**src/rtl/satalnk_pkg.sv**
```systemverilog
// Shared SATA link-layer definitions: primitive codes, o_prim flag positions,
// receive FSM states and the scrambler sequence helper.
package satalnk_pkg;

    localparam logic [31:0] PrimAlign = 32'hbc4a4a7b;
    localparam logic [31:0] PrimCont  = 32'h7caa9999;
    localparam logic [31:0] PrimSync  = 32'h7c95b5b5;
    localparam logic [31:0] PrimRRdy  = 32'h7c954a4a;
    localparam logic [31:0] PrimRIp   = 32'h7cb55555;
    localparam logic [31:0] PrimROk   = 32'h7cb53535;
    localparam logic [31:0] PrimRErr  = 32'h7cb55656;
    localparam logic [31:0] PrimXRdy  = 32'h7cb55757;
    localparam logic [31:0] PrimWtrm  = 32'h7cb55858;
    localparam logic [31:0] PrimHold  = 32'h7caad5d5;
    localparam logic [31:0] PrimHolda = 32'h7caa9595;
    localparam logic [31:0] PrimDmat  = 32'h7cb53636;
    localparam logic [31:0] PrimSof   = 32'h7cb53737;
    localparam logic [31:0] PrimEof   = 32'h7cb5d5d5;

    localparam int unsigned NumPrim  = 12;
    localparam int unsigned IdxSync  = 0;
    localparam int unsigned IdxRRdy  = 1;
    localparam int unsigned IdxRIp   = 2;
    localparam int unsigned IdxROk   = 3;
    localparam int unsigned IdxRErr  = 4;
    localparam int unsigned IdxXRdy  = 5;
    localparam int unsigned IdxWtrm  = 6;
    localparam int unsigned IdxHold  = 7;
    localparam int unsigned IdxHolda = 8;
    localparam int unsigned IdxDmat  = 9;
    localparam int unsigned IdxSof   = 10;
    localparam int unsigned IdxEof   = 11;

    localparam logic [15:0] ScramSeed = 16'hf0f6;

    typedef enum logic {
        StIdle,
        StFrame
    } rx_state_e;

    // Runs x^16+x^15+x^13+x^4+1 for 32 steps from a 16-bit state. Bit j of the
    // result is the j-th new bit; the top 16 bits are also the next state.
    function automatic logic [31:0] scram_word(input logic [15:0] state);
        logic [47:0] s;
        s        = '0;
        s[15:0]  = state;
        for (int j = 16; j < 48; j++) begin
            s[j] = s[j-1] ^ s[j-3] ^ s[j-12] ^ s[j-16];
        end
        return s[47:16];
    endfunction

endpackage

```
**src/rtl/satalnk_scrambler.sv**
```systemverilog
// 16-bit SATA scrambler LFSR producing one 32-bit keystream dword per advance;
// shared by the RX descrambler and the TX scrambler.
module satalnk_scrambler
    import satalnk_pkg::*;
#(
    parameter logic [15:0] P_SEED = ScramSeed
) (
    input  logic        i_clk,
    input  logic        i_reset_n,
    input  logic        i_load,
    input  logic        i_ce,
    output logic [31:0] o_word
);

    logic [15:0] lfsr_q;
    logic [15:0] lfsr_d;

    always_comb begin
        o_word = scram_word(lfsr_q);
        lfsr_d = lfsr_q;
        if (i_load) begin
            lfsr_d = P_SEED;
        end else if (i_ce) begin
            lfsr_d = o_word[31:16];
        end
    end

    always_ff @(posedge i_clk or negedge i_reset_n) begin
        if (!i_reset_n) begin
            lfsr_q <= P_SEED;
        end else begin
            lfsr_q <= lfsr_d;
        end
    end

endmodule

```
**src/rtl/satalnk_rxframe.sv**
```systemverilog
// SATA receive link framer: decodes primitives, frames SOF..EOF payloads,
// descrambles them and tags the CRC dword with o_last via a one-dword hold buffer.
module satalnk_rxframe
    import satalnk_pkg::*;
#(
    parameter int unsigned P_MAXLEN = 2049,
    parameter logic [15:0] P_SEED   = ScramSeed
) (
    input  logic               i_clk,
    input  logic               i_reset_n,
    input  logic               i_valid,
    input  logic               i_primitive,
    input  logic [31:0]        i_data,
    output logic               o_valid,
    output logic [31:0]        o_data,
    output logic               o_last,
    output logic [NumPrim-1:0] o_prim,
    output logic               o_prim_unk,
    output logic               o_abort,
    output logic               o_err_stray
);

    localparam int unsigned CntW = $clog2(P_MAXLEN + 1);

    rx_state_e          state_q, state_d;
    logic [31:0]        buf_q, buf_d;
    logic               buf_full_q, buf_full_d;
    logic [CntW-1:0]    cnt_q, cnt_d;

    logic               valid_q, valid_d;
    logic [31:0]        data_q, data_d;
    logic               last_q, last_d;
    logic [NumPrim-1:0] prim_q, prim_d;
    logic               unk_q, unk_d;
    logic               abort_q, abort_d;
    logic               stray_q, stray_d;

    logic               is_data;
    logic               scr_load;
    logic               scr_ce;
    logic [31:0]        scr_word;

    satalnk_scrambler #(
        .P_SEED (P_SEED)
    ) u_scrambler (
        .i_clk     (i_clk),
        .i_reset_n (i_reset_n),
        .i_load    (scr_load),
        .i_ce      (scr_ce),
        .o_word    (scr_word)
    );

    assign is_data = i_valid && !i_primitive;

    // CONT and ALIGN are recognised but deliberately raise no flag.
    always_comb begin
        prim_d = '0;
        unk_d  = 1'b0;
        if (i_valid && i_primitive) begin
            case (i_data)
                PrimSync:            prim_d[IdxSync]  = 1'b1;
                PrimRRdy:            prim_d[IdxRRdy]  = 1'b1;
                PrimRIp:             prim_d[IdxRIp]   = 1'b1;
                PrimROk:             prim_d[IdxROk]   = 1'b1;
                PrimRErr:            prim_d[IdxRErr]  = 1'b1;
                PrimXRdy:            prim_d[IdxXRdy]  = 1'b1;
                PrimWtrm:            prim_d[IdxWtrm]  = 1'b1;
                PrimHold:            prim_d[IdxHold]  = 1'b1;
                PrimHolda:           prim_d[IdxHolda] = 1'b1;
                PrimDmat:            prim_d[IdxDmat]  = 1'b1;
                PrimSof:             prim_d[IdxSof]   = 1'b1;
                PrimEof:             prim_d[IdxEof]   = 1'b1;
                PrimCont, PrimAlign: prim_d           = '0;
                default:             unk_d            = 1'b1;
            endcase
        end
    end

    always_comb begin
        state_d    = state_q;
        buf_d      = buf_q;
        buf_full_d = buf_full_q;
        cnt_d      = cnt_q;
        valid_d    = 1'b0;
        data_d     = '0;
        last_d     = 1'b0;
        abort_d    = 1'b0;
        stray_d    = 1'b0;
        scr_load   = 1'b0;
        scr_ce     = 1'b0;

        unique case (state_q)
            StIdle: begin
                if (is_data) begin
                    stray_d = 1'b1;
                end else if (prim_d[IdxSof]) begin
                    state_d    = StFrame;
                    buf_full_d = 1'b0;
                    cnt_d      = '0;
                    scr_load   = 1'b1;
                end
            end
            StFrame: begin
                if (is_data) begin
                    if (cnt_q == CntW'(P_MAXLEN)) begin
                        // Over-length frame: drop the held word and fall back to IDLE.
                        abort_d    = 1'b1;
                        buf_full_d = 1'b0;
                        state_d    = StIdle;
                    end else begin
                        buf_d      = i_data ^ scr_word;
                        buf_full_d = 1'b1;
                        cnt_d      = cnt_q + CntW'(1);
                        scr_ce     = 1'b1;
                        if (buf_full_q) begin
                            valid_d = 1'b1;
                            data_d  = buf_q;
                        end
                    end
                end else if (prim_d[IdxEof]) begin
                    if (buf_full_q) begin
                        valid_d = 1'b1;
                        last_d  = 1'b1;
                        data_d  = buf_q;
                    end else begin
                        abort_d = 1'b1;
                    end
                    buf_full_d = 1'b0;
                    state_d    = StIdle;
                end else if (prim_d[IdxSof]) begin
                    abort_d    = 1'b1;
                    buf_full_d = 1'b0;
                    cnt_d      = '0;
                    scr_load   = 1'b1;
                end else if (prim_d[IdxSync] || prim_d[IdxWtrm]) begin
                    abort_d    = 1'b1;
                    buf_full_d = 1'b0;
                    state_d    = StIdle;
                end
            end
        endcase
    end

    always_ff @(posedge i_clk or negedge i_reset_n) begin
        if (!i_reset_n) begin
            state_q    <= StIdle;
            buf_q      <= '0;
            buf_full_q <= 1'b0;
            cnt_q      <= '0;
            valid_q    <= 1'b0;
            data_q     <= '0;
            last_q     <= 1'b0;
            prim_q     <= '0;
            unk_q      <= 1'b0;
            abort_q    <= 1'b0;
            stray_q    <= 1'b0;
        end else begin
            state_q    <= state_d;
            buf_q      <= buf_d;
            buf_full_q <= buf_full_d;
            cnt_q      <= cnt_d;
            valid_q    <= valid_d;
            data_q     <= data_d;
            last_q     <= last_d;
            prim_q     <= prim_d;
            unk_q      <= unk_d;
            abort_q    <= abort_d;
            stray_q    <= stray_d;
        end
    end

    assign o_valid     = valid_q;
    assign o_data      = data_q;
    assign o_last      = last_q;
    assign o_prim      = prim_q;
    assign o_prim_unk  = unk_q;
    assign o_abort     = abort_q;
    assign o_err_stray = stray_q;

endmodule
```
**config.mk**
```make
export PLATFORM = sky130hd
export DESIGN_NAME = satalnk_rxframe
export DESIGN_NICKNAME = d
export VERILOG_FILES = /design/src/rtl/satalnk_pkg.sv /design/src/rtl/satalnk_scrambler.sv /design/src/rtl/satalnk_rxframe.sv
export SDC_FILE = /design/constraint.sdc
export NUM_CORES = 1
export LEC_CHECK = 0
export CAP_MARGIN = 25
export CORE_MARGIN = 2
export CORE_UTILIZATION = 53
export DETAILED_ROUTE_END_ITERATION = 7
export GPL_TIMING_DRIVEN = 0
export PLACE_DENSITY = 0.83
export SLEW_MARGIN = 40
export SYNTH_ARGS = -nofsm -noshare
export SYNTH_HDL_FRONTEND = slang
export SYNTH_SLANG_ARGS = --single-unit
```
**constraint.sdc**
```tcl
create_clock -name i_clk -period 10.8 [get_ports i_clk]
set_input_delay 2.16 -clock i_clk [delete_from_list [all_inputs] [get_ports i_clk]]
set_output_delay 2.16 -clock i_clk [all_outputs]
set_load 0.01 [all_outputs]
```
==> results of run 1 <==
-- power by group --
| group | total, uW | switching, uW | internal, uW |
|---|---|---|---|
| Sequential | 416 | 0.0982 | 416 |
| Clock | 349 | 160 | 189 |
| Combinational | 44.5 | 24.5 | 20.0 |
| Total | 810 | 185 | 625 |
-- registers in the layout (all words and copies together), names as in the netlist, 12 cells and up --
register            cells
o_prim                 12
o_data                 32
cnt_q                  12
u_scrambler.lfsr_q     16
buf_q                  32
-- per-stage QoR --
step | area [sq um] | total power, uW | instances
3_3_place_gp | 7240 | 466 | 796
4_1_cts | 7580 | 812 | 813
6_report | 7600 | 810 | 813
5_1_grt | 7600 | 835 | 813
2_1_floorplan | 6250 | 437 | 572
3_5_place_dp | 7270 | 468 | 797
-- area by class of cell --
type                       count  area share, %
multi-input combinational    432           44.1
sequential                   111           36.7
timing repair buffer          82           11.1
clock buffer                  11           3.20
tap                          143           2.36
buffer                        28           1.61
clock inverter                 5          0.873
inverter                       1         0.0494
-- cells in the final DEF (no fill, tap or decap), types with 2 or more instances in the layout --
cell type        synthesis  final
nor3_1                   7      6
a22o_1                   7      7
ha_1                     2      2
xnor2_1                 90     90
clkdlybuf4s50_1          0     80
o22a_1                   4      4
clkinv_4                 0      2
dfrtp_1                101    101
nor2_1                  34     34
xor3_1                   4      4
clkbuf_2                 2      2
buf_2                    3      3
xor3_2                   3      3
xor2_2                   2      2
xnor3_2                  3      3
xor2_1                  30     30
nand2_1                 71     71
nand3_1                  6      6
xnor2_2                  3      3
nand4b_1                 3      3
or2_2                    2      2
clkbuf_1                21     22
xnor2_4                  4      4
a21oi_1                  9      9
and3_1                  11     11
nor4_1                   5      4
nor4b_1                  3      3
clkbuf_16                0      9
nor2b_1                  3      3
nand4bb_1                2      2
and2_1                  34     34
dfstp_2                 10     10
o21ai_1                  3      3
xnor3_1                 15     15
o21ai_0                 47     47
nand4_1                  6      6
-- worst max-delay path by stage --
| stage | from | to |
|---|---|---|
| after global placement | i_reset_n | cnt_q[5] |
| after detailed placement | i_data[30] | cnt_q[11] |
| after floorplan | i_data[31] | cnt_q[10] |
| after global routing | i_data[30] | cnt_q[11] |
| final | i_data[30] | cnt_q[7] |
| after CTS | i_data[30] | cnt_q[10] |
-- kinds of logic after synthesis --
group | Yosys count | share of synthesized area [%]
xor+xnor | 155 | 29.6
simple gates | 194 | 15.5
buf+inv | 29 | 2.02
compound gates | 80 | 7.63
flops | 111 | 44.7
mux | 1 | 0.180
fa+ha+maj | 2 | 0.400
-- metal layers --
metal,share of wire (%),vias to the layer above
met5,0,-
met4,3.5,0
met3,5.3,38
met2,47,163
met1,44,2222
li1,-,2102
-- critical path, delay by kind of cell --
kind	cells	cell delay, ns
AND/OR/NAND/NOR	4	1.19
AO/OA/AOI/OAI	3	0.74
buffers and inverters	2	0.98
==> flow_summary.toml, run 1 <==
[clocking]
cts_num_sinks = 111
cts_tree = "yes"
clkTransAtPathRegs_ns = 0.07
numCtsBuffers = 9
post_cts_buffers = 0
clk-insertion-delay-late_ns = 0.37
hold_buffers = 0
ctsResizeCount = 0
clockBufferDepth = 2
cts-root-buf = "clkbuf_16"
h-tree-depth = 3

[synthesis]
synth-main-ff-cell = "dfrtp_1"
synth_most_common_cell = "dfrtp_1"
ys_seq_area_share_pct = 44.7
syn-instance-count = 572
yosys_warnings = 0
ys_ff_latch = 111
synth.lib_cells_used.distinct = 55
yosys.area.top_type_share_pct = 40.5
yosys-top-cells-area = "dfrtp_1 (40%), xnor2_1 (13%), xnor3_1 (5.4%)"
async_flop_share_pct = 100
synthesis.nets = 610
synthTopCellsByCount = "dfrtp_1 (101), xnor2_1 (90), nand2_1 (71)"
synth_area_sq_um = 6250
yosysTopAreaCell = "dfrtp_1"
synth_area_per_cell_sq_um = 10.9
synth_edf_count = 0

[timing]
finalWorstSetupSlack_ns = 5.96
setup_viol = 0
max_freq_mhz = 207
setup_tns_ns = 0
tightest_slew_ns = 0.785
finalMaxSlewViolations = 0
skew_ns = 0.0116
hold_violations = 0
period_share_pct = 44.8
slew_headroom_pct = 47.3
whs_ns = 0.478
min_period_ns = 4.84
rsz0062_at_grt = "false"

[min_path]
hold_depth = 2
hold_class = "reg2reg"
min_from = "buf_q[2]"
holdPathEnd = "buf_q[2]"

[global_routing]
grtUsageMet3_pct = 5.35
gr-usage-met2_pct = 41.6
grtUsageTotal_pct = 26.2
grt_pass1_wl_microns = 25200
grt_remaining_overflow = 0
grt.busiest_layer = "met2"
grt_antenna_before_repair = 0
grt_use_met1_pct = 36.0
grt_max_degree = 57
grt_pass1_vias = 4680

[worst_setup_path]
worst-path-max-fanout = 10
worst-setup-path-type = "in2reg"
r2r_end = "buf_q[25]"
slowest_delay_ns = 0.59
reg2reg_slack_ns = 6.95
critPathLaunchType = "input pin"
crit_top_cell = "o21ai_0"
arrival_ns = 5.08
critPathCaptureType = "flip-flop"
cp_cell_sequence = "clkdlybuf4s50_1 -> nand4bb_1 -> nor4_2 -> and3_1 -> nand3_1 -> o21ai_0 -> clkbuf_1 -> o21ai_0 -> a22o_1"
reg2regPathDepth = 9
crit_required_ns = 11.05
slowest_stage = "clkdlybuf4s50_1"
r2r_start = "u_scrambler.lfsr_q[5]"

[job]
maxCapViolCount = 0

[finish]
final_util_pct = 66.2
multiInputGateArea_sq_um = 3350
fill_cells = 845
nNetsFinal = 703
seq_area_sq_um = 2790
antenna_cells = 0
final_layout_size_suffix_gt1_share_pct = 8.51
area_delta_synth_final_pct = 21.6

[routing]
num_vias = 4525
drtAntennaViolNets = 0
routed_via_density = 5.57
drc_errors = 0
finalWirelength_microns = 15500
routedWlPerCell_microns = 19.1
drt_first_pass_iters = 5
drtIter0Drc = 293

[floorplan]
die_w_microns = 113
core-area_sq_um = 11500
initial_core_util_pct = 54.5
die_y_microns = 113
std_cell_rows = 39
pin_count = 85
die_area_sq_um = 12700

[place]
dp_slack_ns = 5.43
portBuffers = 81
routabilityCongestion = 0.932
place.detailed.hpwl_microns = 11900

[pwr]
vdd_drop_max_mv = 0.142
power.density_nw_per_um2 = 107
p_leak_uw = 0.00324

[run_status]
status = "complete, no violations"
No activity file was read; power rests on OpenSTA's default activity.
==> run 2: changes to the inputs <==
CORE_UTILIZATION = 50   (was 53)
clock period = 4.05 ns   (was 10.8 ns; I/O delays follow)
==> flow_summary.toml, run 2 (synthesis gave the netlist of run 1 again) <==
[run_status]
status = "complete, no violations"

[clocking]
post_cts_buffers = 0
hold_buffers = 0
cts_num_sinks = 111
clkTransAtPathRegs_ns = 0.08
clockBufferDepth = 2
cts_tree = "yes"
cts-root-buf = "clkbuf_16"
numCtsBuffers = 9
ctsResizeCount = 0
clk-insertion-delay-late_ns = 0.35
h-tree-depth = 3

[routing]
routed_via_density = 5.44
routedWlPerCell_microns = 18.3
finalWirelength_microns = 15300
drc_errors = 0
drt_first_pass_iters = 6
drtAntennaViolNets = 0
num_vias = 4557
drtIter0Drc = 350

[worst_setup_path]
critPathLaunchType = "flip-flop"
reg2reg_slack_ns = 0.19
critPathCaptureType = "flip-flop"
endpoint = "buf_q[31]"
r2r_start = "u_scrambler.lfsr_q[5]"
critPathLaunch = "u_scrambler.lfsr_q[5]"
reg2regPathDepth = 9
worst-setup-path-type = "reg2reg"
r2r_end = "buf_q[31]"
crit_required_ns = 4.27
worst-path-max-fanout = 6
arrival_ns = 4.08

[pwr]
total_power_uw = 2070
power.density_nw_per_um2 = 273
vdd_drop_max_mv = 0.172
p_leak_uw = 0.00323

[timing]
finalMaxSlewViolations = 0
setup_viol = 0
hold_violations = 0
slew_headroom_pct = 44.8
whs_ns = 0.303
min_period_ns = 3.86
max_freq_mhz = 259
finalWorstSetupSlack_ns = 0.186
skew_ns = 0.00971
rsz0062_at_grt = "false"
tightest_slew_ns = 0.821
period_share_pct = 95.4

[global_routing]
grtUsageTotal_pct = 23.7
grt_max_degree = 81
grt_antenna_before_repair = 0
grt_remaining_overflow = 0
grt_pass1_vias = 4535
grt_pass1_wl_microns = 23700

[finish]
final_common_cell = "dfrtp_1"
nNetsFinal = 703
area_delta_synth_final_pct = 21.7
antenna_cells = 0
fin_area_sq_um = 7600
mostFrequentLayoutCells = "dfrtp_1 (101), xnor2_1 (90), clkdlybuf4s50_1 (80)"
final_layout_size_suffix_gt1_share_pct = 8.51

[place]
routabilityCongestion = 0.952
portBuffers = 81
dp_slack_ns = 0.0837
place_area_sq_um = 7300
place.detailed.hpwl_microns = 11800

[min_path]
hold_class = "in2async"

[floorplan]
die_y_microns = 116
core-area_sq_um = 12100
initial_core_util_pct = 51.6
pin_count = 85
std_cell_rows = 40
die_area_sq_um = 13400
die_w_microns = 116

[job]
maxCapViolCount = 0
==> run 2: cell count changes in the layout (fill, tap and decap cells not counted), sizes merged <==
cell and change:
clkbuf -1, clkinvlp +1, inv +2, bufinv -1
clkinv -1
==> run 2: where the power goes <==
| group | switching (uW) | leakage, uW | internal, uW |
|---|---|---|---|
| logic | 65.1 | 0.00159 | 53.4 |
| registers | 0.200 | 0.00151 | 1110 |
| clock network | 417 | 0.000132 | 428 |
| total | 483 | 0.00323 | 1590 |
==> run 2: cell type report <==
cell class | instances | area [sq um]
plain buffers | 28 | 123
repair buffers | 82 | 843
well taps | 168 | 210
multi-input cells | 432 | 3350
flip-flops and latches | 111 | 2790
clock inverters | 6 | 52.6
fillers | 975 | 4510
clock buffers | 10 | 229
inverters | 1 | 3.75
==> run 2: worst min-delay path by stage <==
stage                      endpoint      start  depth (start not counted)
after detailed placement  buf_q[16]  buf_q[16]                          2
after floorplan           buf_q[10]  buf_q[10]                          2
after global routing      o_data[6]  i_reset_n                          1
after global placement    buf_q[18]  buf_q[18]                          2
after CTS                 o_data[6]  i_reset_n                          1
final                     o_data[6]  i_reset_n                          1
==> run 2: worst max-delay path: stages (launching register included) <==
cell	delay, ns
dfstp_2	0.52
clkbuf_2	0.21
xor2_2	0.32
xnor3_4	0.67
xnor3_1	0.42
xor3_2	0.31
xnor3_2	0.53
xnor3_1	0.52
xor2_1	0.16
o21ai_1	0.07
==> run 2: per-layer routing <==
layer | up-vias | global-route usage (%) | wire, microns
met5 | - | 0 | 0
met4 | 0 | 9.21 | 461
met3 | 29 | 4.24 | 775
met2 | 185 | 41.1 | 7650
met1 | 2242 | 29.6 | 6460
li1 | 2101 | - | -
==> run 2: through the flow <==
step	cells	utilization (%)	TNS, ns
global route	838	62.7	0
detailed placement	822	60.3	0
global placement	821	60.0	-173.57
floorplan	572	-	0
finish	838	62.7	0
CTS	838	62.6	0
